### src/rtl/inst_fetch_ctrl_if.sv
// Instruction-SRAM request/response bus between the fetch controller and SRAM.
interface inst_fetch_ctrl_if;
  logic        inst_req;
  logic [31:0] inst_addr;
  logic        inst_addr_ok;
  logic        inst_data_ok;
  logic [31:0] inst_rdata;

  modport master (output inst_req, inst_addr,
                  input  inst_addr_ok, inst_data_ok, inst_rdata);
  modport slave  (input  inst_req, inst_addr,
                  output inst_addr_ok, inst_data_ok, inst_rdata);
endinterface

### src/rtl/inst_fetch_ctrl.sv
// Instruction fetch controller: one outstanding SRAM request at a time,
// holds the fetched word for decode, handles redirects and misaligned PCs.
module inst_fetch_ctrl (
  input  logic                    clk,
  input  logic                    rst,
  input  logic [31:0]             pc_addr,
  input  logic                    redirect,
  input  logic                    id_allowin,
  inst_fetch_ctrl_if.master       sram,
  output logic                    PC_fresh,
  output logic                    if_valid,
  output logic [31:0]             if_inst,
  output logic [31:0]             if_pc,
  output logic                    if_adel,
  output logic [31:0]             fetch_cnt
);
  typedef enum logic [1:0] {S_IDLE, S_REQ, S_WAIT, S_HOLD} state_t;

  state_t      r_state, w_next;
  logic [31:0] r_if_inst, r_if_pc, r_fetch_cnt;
  logic        r_if_adel;
  logic        w_aligned, w_req, w_fresh, w_valid;
  logic        w_cap_pc, w_cap_adel, w_cap_data, w_cnt_inc;

  assign w_aligned = (pc_addr[1:0] == 2'b00);

  // Next-state and per-cycle control; redirect always wins, and a response
  // already in flight is drained before anything new is issued.
  always_comb begin
    w_next     = r_state;
    w_req      = 1'b0;
    w_fresh    = 1'b0;
    w_valid    = 1'b0;
    w_cap_pc   = 1'b0;
    w_cap_adel = 1'b0;
    w_cap_data = 1'b0;
    w_cnt_inc  = 1'b0;
    unique case (r_state)
      S_IDLE: begin
        w_next  = S_REQ;
        w_fresh = redirect;
      end
      S_REQ: begin
        w_req = ~redirect & w_aligned;
        if (redirect) begin
          w_fresh = 1'b1;
        end else if (!w_aligned) begin
          w_cap_adel = 1'b1;
          w_next     = S_HOLD;
        end else if (sram.inst_addr_ok) begin
          w_cap_pc = 1'b1;
          w_next   = S_WAIT;
        end
      end
      S_WAIT: begin
        if (sram.inst_data_ok) begin
          if (redirect) begin
            w_fresh = 1'b1;
            w_next  = S_REQ;
          end else begin
            w_cap_data = 1'b1;
            w_next     = S_HOLD;
          end
        end
      end
      S_HOLD: begin
        w_valid = ~redirect;
        if (redirect) begin
          w_fresh = 1'b1;
          w_next  = S_REQ;
        end else if (id_allowin) begin
          w_fresh   = 1'b1;
          w_cnt_inc = ~r_if_adel;
          w_next    = S_REQ;
        end
      end
      default: w_next = S_IDLE;
    endcase
    // Reset forces every handshake output quiet, whatever state is held.
    if (rst) begin
      w_req   = 1'b0;
      w_fresh = 1'b0;
      w_valid = 1'b0;
    end
  end

  // State register and held fetch slot / delivered-instruction counter.
  always_ff @(posedge clk) begin
    if (rst) begin
      r_state     <= S_IDLE;
      r_if_inst   <= '0;
      r_if_pc     <= '0;
      r_if_adel   <= 1'b0;
      r_fetch_cnt <= '0;
    end else begin
      r_state <= w_next;
      if (w_cap_pc) r_if_pc <= pc_addr;
      if (w_cap_adel) begin
        r_if_adel <= 1'b1;
        r_if_inst <= '0;
        r_if_pc   <= pc_addr;
      end
      if (w_cap_data) begin
        r_if_inst <= sram.inst_rdata;
        r_if_adel <= 1'b0;
      end
      if (w_cnt_inc) r_fetch_cnt <= r_fetch_cnt + 32'd1;
    end
  end

  assign sram.inst_req  = w_req;
  assign sram.inst_addr = pc_addr;
  assign PC_fresh       = w_fresh;
  assign if_valid       = w_valid;
  assign if_inst        = r_if_inst;
  assign if_pc          = r_if_pc;
  assign if_adel        = r_if_adel & ~rst;
  assign fetch_cnt      = r_fetch_cnt;
endmodule

### src/flat_wrapper.sv
// flat-port wrapper written by rule: the top's interface ports become plain ports
module inst_fetch_ctrl_flat 
  (clk, rst, pc_addr, redirect, id_allowin, PC_fresh, if_valid, if_inst, if_pc, if_adel, fetch_cnt, sram_inst_req, sram_inst_addr, sram_inst_addr_ok, sram_inst_data_ok, sram_inst_rdata);
  inst_fetch_ctrl_if sram_i ();
  input  logic clk;
  input  logic rst;
  input  logic [31:0] pc_addr;
  input  logic redirect;
  input  logic id_allowin;
  output logic PC_fresh;
  output logic if_valid;
  output logic [31:0] if_inst;
  output logic [31:0] if_pc;
  output logic if_adel;
  output logic [31:0] fetch_cnt;
  output wire logic [$bits(sram_i.inst_req)-1:0] sram_inst_req;
  output wire logic [$bits(sram_i.inst_addr)-1:0] sram_inst_addr;
  input wire logic [$bits(sram_i.inst_addr_ok)-1:0] sram_inst_addr_ok;
  input wire logic [$bits(sram_i.inst_data_ok)-1:0] sram_inst_data_ok;
  input wire logic [$bits(sram_i.inst_rdata)-1:0] sram_inst_rdata;
  assign sram_inst_req = sram_i.inst_req;
  assign sram_inst_addr = sram_i.inst_addr;
  assign sram_i.inst_addr_ok = sram_inst_addr_ok;
  assign sram_i.inst_data_ok = sram_inst_data_ok;
  assign sram_i.inst_rdata = sram_inst_rdata;
  inst_fetch_ctrl u_core (.clk(clk), .rst(rst), .pc_addr(pc_addr), .redirect(redirect), .id_allowin(id_allowin), .sram(sram_i), .PC_fresh(PC_fresh), .if_valid(if_valid), .if_inst(if_inst), .if_pc(if_pc), .if_adel(if_adel), .fetch_cnt(fetch_cnt));
endmodule
### config.mk
export PLATFORM = sky130hd
export DESIGN_NAME = inst_fetch_ctrl_flat
export DESIGN_NICKNAME = d
export VERILOG_FILES = /design/src/rtl/inst_fetch_ctrl_if.sv /design/src/rtl/inst_fetch_ctrl.sv /design/src/flat_wrapper.sv
export SDC_FILE = /design/constraint.sdc
export NUM_CORES = 1
export LEC_CHECK = 0
export CAP_MARGIN = 15
export CORE_MARGIN = 2
export CORE_UTILIZATION = 40
export CTS_BUF_LIST = sky130_fd_sc_hd__clkbuf_16
export DETAILED_ROUTE_END_ITERATION = 6
export DONT_BUFFER_PORTS = 1
export SLEW_MARGIN = 0
export SYNTH_ARGS = -nofsm -noshare
export SYNTH_HDL_FRONTEND = slang
export SYNTH_SLANG_ARGS = --single-unit
### constraint.sdc
create_clock -name clk -period 4.2 [get_ports clk]
set_clock_uncertainty 0.2 [all_clocks]
set_input_delay 0.63 -clock clk [delete_from_list [all_inputs] [get_ports clk]]
set_output_delay 0.63 -clock clk [all_outputs]
set_load 0.02 [all_outputs]
# After elaboration in Yosys (flattened, before gate mapping)
# Cells that the tools add are included.
totals:
  in_bits: 70
  word_cells: 59
  reg_bits: 99
  output_inout_bits: 132
op_classes:
  bitwise: 5
  reduce_logical: 6
  n_eq_ne: 7
  n_mux: 35
  addsub: 1
ops:
  columns: ["operator", "n"]
  rows:
  - ["$mux W32", 4]
  - ["$add A32 B1 Y32 const B", 1]
  - ["$mux W1", 22]
  - ["$mux W2", 7]
  - ["$pmux W2 S4", 1]
  - ["$ne A3 B3 Y1 const B", 2]
  - ["$eq A2 B2 Y1 const B", 2]
  - ["$logic_not A2 Y1", 2]
  - ["$ne A2 B2 Y1 const B", 2]
  - ["$pmux W1 S4", 1]
  - ["$reduce_and A4 Y1", 1]
  - ["$reduce_bool A2 Y1", 2]
  - ["$not A1 Y1", 3]
  - ["$and A1 B1 Y1", 2]
  - ["$eq A2 B1 Y1 const B", 1]
  - ["$reduce_or A2 Y1", 1]

# Depth between registers and ports, before layout
logic_depth:
  word_depth: 6
  depth_mapped: 8
  mapped_depth_nobuf: 6

# Least setup slack after synthesis
# Ideal clock, no wire load.
synth_timing:
  path_type: "input -> register"
  startpoint: "input redirect"
  endpoint: "register u_core.r_fetch_cnt[30], in the netlist u_core.fetch_cnt[30]"
  path_buffers: 2
  t_required_ns: 3.879
  cell_stages: 6
  setup_time_ns: 0.121
  slack_ns: 1.768
  t_arrival_ns: 2.111
  path_cell_list: "buf_6 > nand4bb_4 > or3_4 > buf_6 > nor4_1 > mux2_2"
synth_between:
  elab_chain_len: 2
synth_rtl:
  columns: ["element", "line_no", "text"]
  rows:
  - ["start: declaration", "flat_wrapper.sv:8", "input logic redirect;"]
  - ["$mux W1", "inst_fetch_ctrl.sv:68", "if (redirect) begin"]
  - ["$mux W1", "inst_fetch_ctrl.sv:38", "unique case (r_state)"]
  - ["end signal: assignment", "inst_fetch_ctrl.sv:107", "if (w_cnt_inc) r_fetch_cnt <= r_fetch_cnt + 32'd1;"]
  - ["end: declaration", "inst_fetch_ctrl.sv:20", "logic [31:0] r_if_inst, r_if_pc, r_fetch_cnt;"]
# Every way passes these cells.
# A chain may end at the register's enable or synchronous reset.

# Worst setup path in the final report
layout_timing:
  startpoint: "register u_core.r_state[1]"
  endpoint: "register u_core.r_fetch_cnt[27], in the netlist u_core.fetch_cnt[27]"
layout_between:
  elab_chain_len: 2
layout_rtl:
  columns: ["element", "line_no", "text"]
  rows:
  - ["start: declaration", "inst_fetch_ctrl.sv:19", "state_t r_state, w_next;"]
  - ["start signal: assignment", "inst_fetch_ctrl.sv:96", "r_state <= w_next;"]
  - ["$eq A2 B2 Y1", "inst_fetch_ctrl.sv:38", null]
  - ["$mux W1", "inst_fetch_ctrl.sv:38", null]
# Every way passes these cells.

==> impl_metrics.json <==
{
  "die_h_um": 107,
  "die_w_um": 107,
  "synth_ff_type": "dfxtp_1",
  "cp.required_ns": 4.27,
  "antenna_cells": 0,
  "setup_slack_ns": 1.53,
  "root_buffer": "clkbuf_16",
  "syn-cell-area_mm2": 0.00425,
  "track_usage_pct": 17.8,
  "cts_setup_buffers": 0,
  "grt_overflow": 0,
  "power.switching_mw": 0.628,
  "cts_tree": "done",
  "min_path_type": "in2reg",
  "power.leakage_nw": 1.41,
  "final-hold-violation-count": 0,
  "min_from": "rst",
  "postCtsResizedCells": 0,
  "grt_pass1_vias": 3228,
  "port_buffers": 0,
  "hold_ws_ns": 0.147,
  "critPathLaunchType": "flop",
  "outcome": "finished, final reports clean",
  "htree_levels": 3,
  "grt_setup_unrepaired": "false",
  "r2r_end": "u_core.fetch_cnt[27]",
  "synth_cell_types": 42,
  "internal-power_mw": 1.49,
  "core_area_mm2": 0.0103,
  "nets": 525,
  "dr.pass1.iters": 5,
  "period_needed_ns": 2.67,
  "die_area_mm2": 0.0115,
  "hpwl_um": 7090,
  "crit_type": "reg2reg",
  "synth_top_cell_by_area": "dfxtp_1",
  "synth.net_count": 574,
  "clkLatencyLatePin_ns": 0.35,
  "final_layout_size_suffix_gt1_share_pct": 6.80,
  "rows": 37,
  "synth-seq-cells": 99,
  "sw_frac_of_total_pct": 29.6,
  "drv_cap": 0,
  "drc": 0,
  "fin_util_pct": 42.4,
  "hold_depth": 1,
  "p_seq_share_pct": 51.4,
  "start_util_pct": 41.2,
  "critical_path.endpoint_type": "flop",
  "routedWlPerCell_um": 17.3,
  "final.setup.tns_ns": 0,
  "synth_seq_area_share_pct": 46.6,
  "synth-edff-count": 0,
  "synthCells": 500,
  "r2r-start": "u_core.r_state[1]",
  "fin_crit_sh_pct": 63.5,
  "path_max_fanout": 16,
  "gp_congestion": 0.782,
  "antenna_found_initial": 0,
  "pwr-share-clk_pct": 38.1,
  "slew_viol_final": 0,
  "power.total_mw": 2.12,
  "grt_max_degree": 105,
  "io_pins": 202,
  "area_growth_pct": 2.94,
  "crit_path_max_incr_delay_ns": 0.66,
  "ff2ff_setup_slack_ns": 1.53,
  "synthTopCellsByArea": "dfxtp_1, nand2_1, a21oi_1, a22oi_1, buf_4",
  "cts_made_buffers": 9,
  "initialDrtViolationCount": 190,
  "powerDensity_mw_per_mm2": 485,
  "clock_sinks": 99,
  "finalSetupViolCount": 0,
  "num_vias": 3348,
  "tightest_slew_ns": 0.731,
  "ys_warn_count": 0,
  "grt_pass1_wl_um": 16200,
  "yosysTopAreaCellShare_pct": 46.6,
  "ant_nets": 0,
  "wirelength_um": 10200,
  "clkTransAtPathRegs_ns": 0.07,
  "rr_worst_depth": 5,
  "cts_buffer_depth": 2,
  "syn_avg_cell_area_um2": 8.50,
  "ir_worst_vdd_mv": 0.217,
  "via_per_inst": 5.66,
  "hold_buffers": 0,
  "hold_path_end": "u_core.if_pc[7]",
  "fillers": 1028,
  "critical_path.slowest_cell": "or4_1",
  "arrival_ns": 2.74,
  "async_flop_share_pct": 0,
  "slew_headroom_pct": 50.9,
  "power_frac_comb_pct": 10.6,
  "fmax_mhz": 375,
  "crit_chain": "ha_1 -> and4bb_2 -> nand4_1 -> or4_1 -> a21oi_1",
  "post-place-ws_ns": 1.53
}
how the worst max path moves through the flow:
stage,cells after the start,start,to
after floorplan,6,redirect,u_core.fetch_cnt[30]
after global placement,4,redirect,u_core.fetch_cnt[31]
after detailed placement,4,redirect,u_core.fetch_cnt[27]
after CTS,5,u_core.r_state[0],u_core.fetch_cnt[27]
after global routing,5,u_core.r_state[0],u_core.fetch_cnt[25]
final,5,u_core.r_state[1],u_core.fetch_cnt[27]
routing by layer:
layer / vias up / track usage (%) / part of all wire (%)
li1: 1631 / - / -
met1: 1584 / 20.8 / 42
met2: 121 / 29.3 / 48
met3: 12 / 6.93 / 8.5
met4: 0 / 7.14 / 1.5
met5: - / 0 / 0
cells in the final DEF, fill, tap and decap left out, drive strengths merged, types with 2 or more instances in the layout:
cell type   n
nand3      11
o21ai      13
o21a        2
nor2       44
or4        11
nor4        2
dfxtp      99
nand2b      3
and3        4
a22oi      32
or3        10
clkbuf      9
nand2      79
ha          4
o31ai      10
nor3        4
inv        10
xor2        5
and4        8
buf         4
a21oi      59
xnor2       4
nor2b       2
clkinv      2
nand4bb     2
o41ai       2
nand4      10
and4bb      3
metrics by stage:
stage,instances,area [um^2]
floorplan,500,4250
global placement,576,4080
detailed placement,576,4080
CTS,592,4370
global route,592,4370
finish,592,4370
cell families (layout without fill, tap and decap cells):
family | count (synthesis) | in the layout | synth area share, %
AO/OA/AOI/OAI | 120 | 120 | 17.1
XOR/XNOR | 9 | 9 | 1.85
adder cells (fa/ha/maj) | 4 | 4 | 1.18
buffers and inverters | 69 | 25 | 9.30
flip-flops | 99 | 99 | 46.6
multiplexers | 1 | 1 | 0.265
AND/OR/NAND/NOR | 198 | 198 | 23.7
cell usage after synthesis (all sizes together) (2+ instances only):
library cell,instances
clkbuf,28
nand2,79
and4,8
o41ai,2
o31ai,10
o21ai,13
and3,4
o21a,2
nand4,10
nand2b,3
dfxtp,99
nor3,4
xnor2,4
nor2b,2
nor4,2
nand4bb,2
nand3,11
a22oi,32
or3,10
xor2,5
a21oi,59
and4bb,3
or4,11
inv,5
nor2,44
ha,4
buf,36
state kept, by name, summed over array words and instances (netlist names):
name / flops
u_core.if_pc: 32
u_core.r_if_adel: 1
u_core.if_inst: 32
u_core.fetch_cnt: 32
u_core.r_state: 2
cell type report:
class                           count  area (um^2)  area share [%]
Sequential cell                    99         1980            45.3
Multi-Input combinational cell    332         1880            43.0
Clock buffer                        9          225            5.15
Tap cell                          136          170            3.89
Clock inverter                      7         66.3            1.52
Timing Repair Buffer                4         30.0           0.686
Inverter                            5         18.8           0.429
worst max-delay path: cells and delay by family (launching register included):
kind,cells,cell delay (ns)
AOI/OAI and AO/OA,1,0.16
adders and majority gates,1,0.26
DFF,1,0.39
and+or+nand+nor,3,1.59
power groups by stage:
stage	Clock (mW)	Sequential, mW	Combinational, mW
after floorplan	0	1.10	0.233
after global placement	0	1.11	0.219
after detailed placement	0	1.11	0.228
after CTS	0.832	1.09	0.229
after global routing	0.877	1.10	0.256
final	0.807	1.09	0.224
Note: power is estimated with default switching activity, not from simulation.
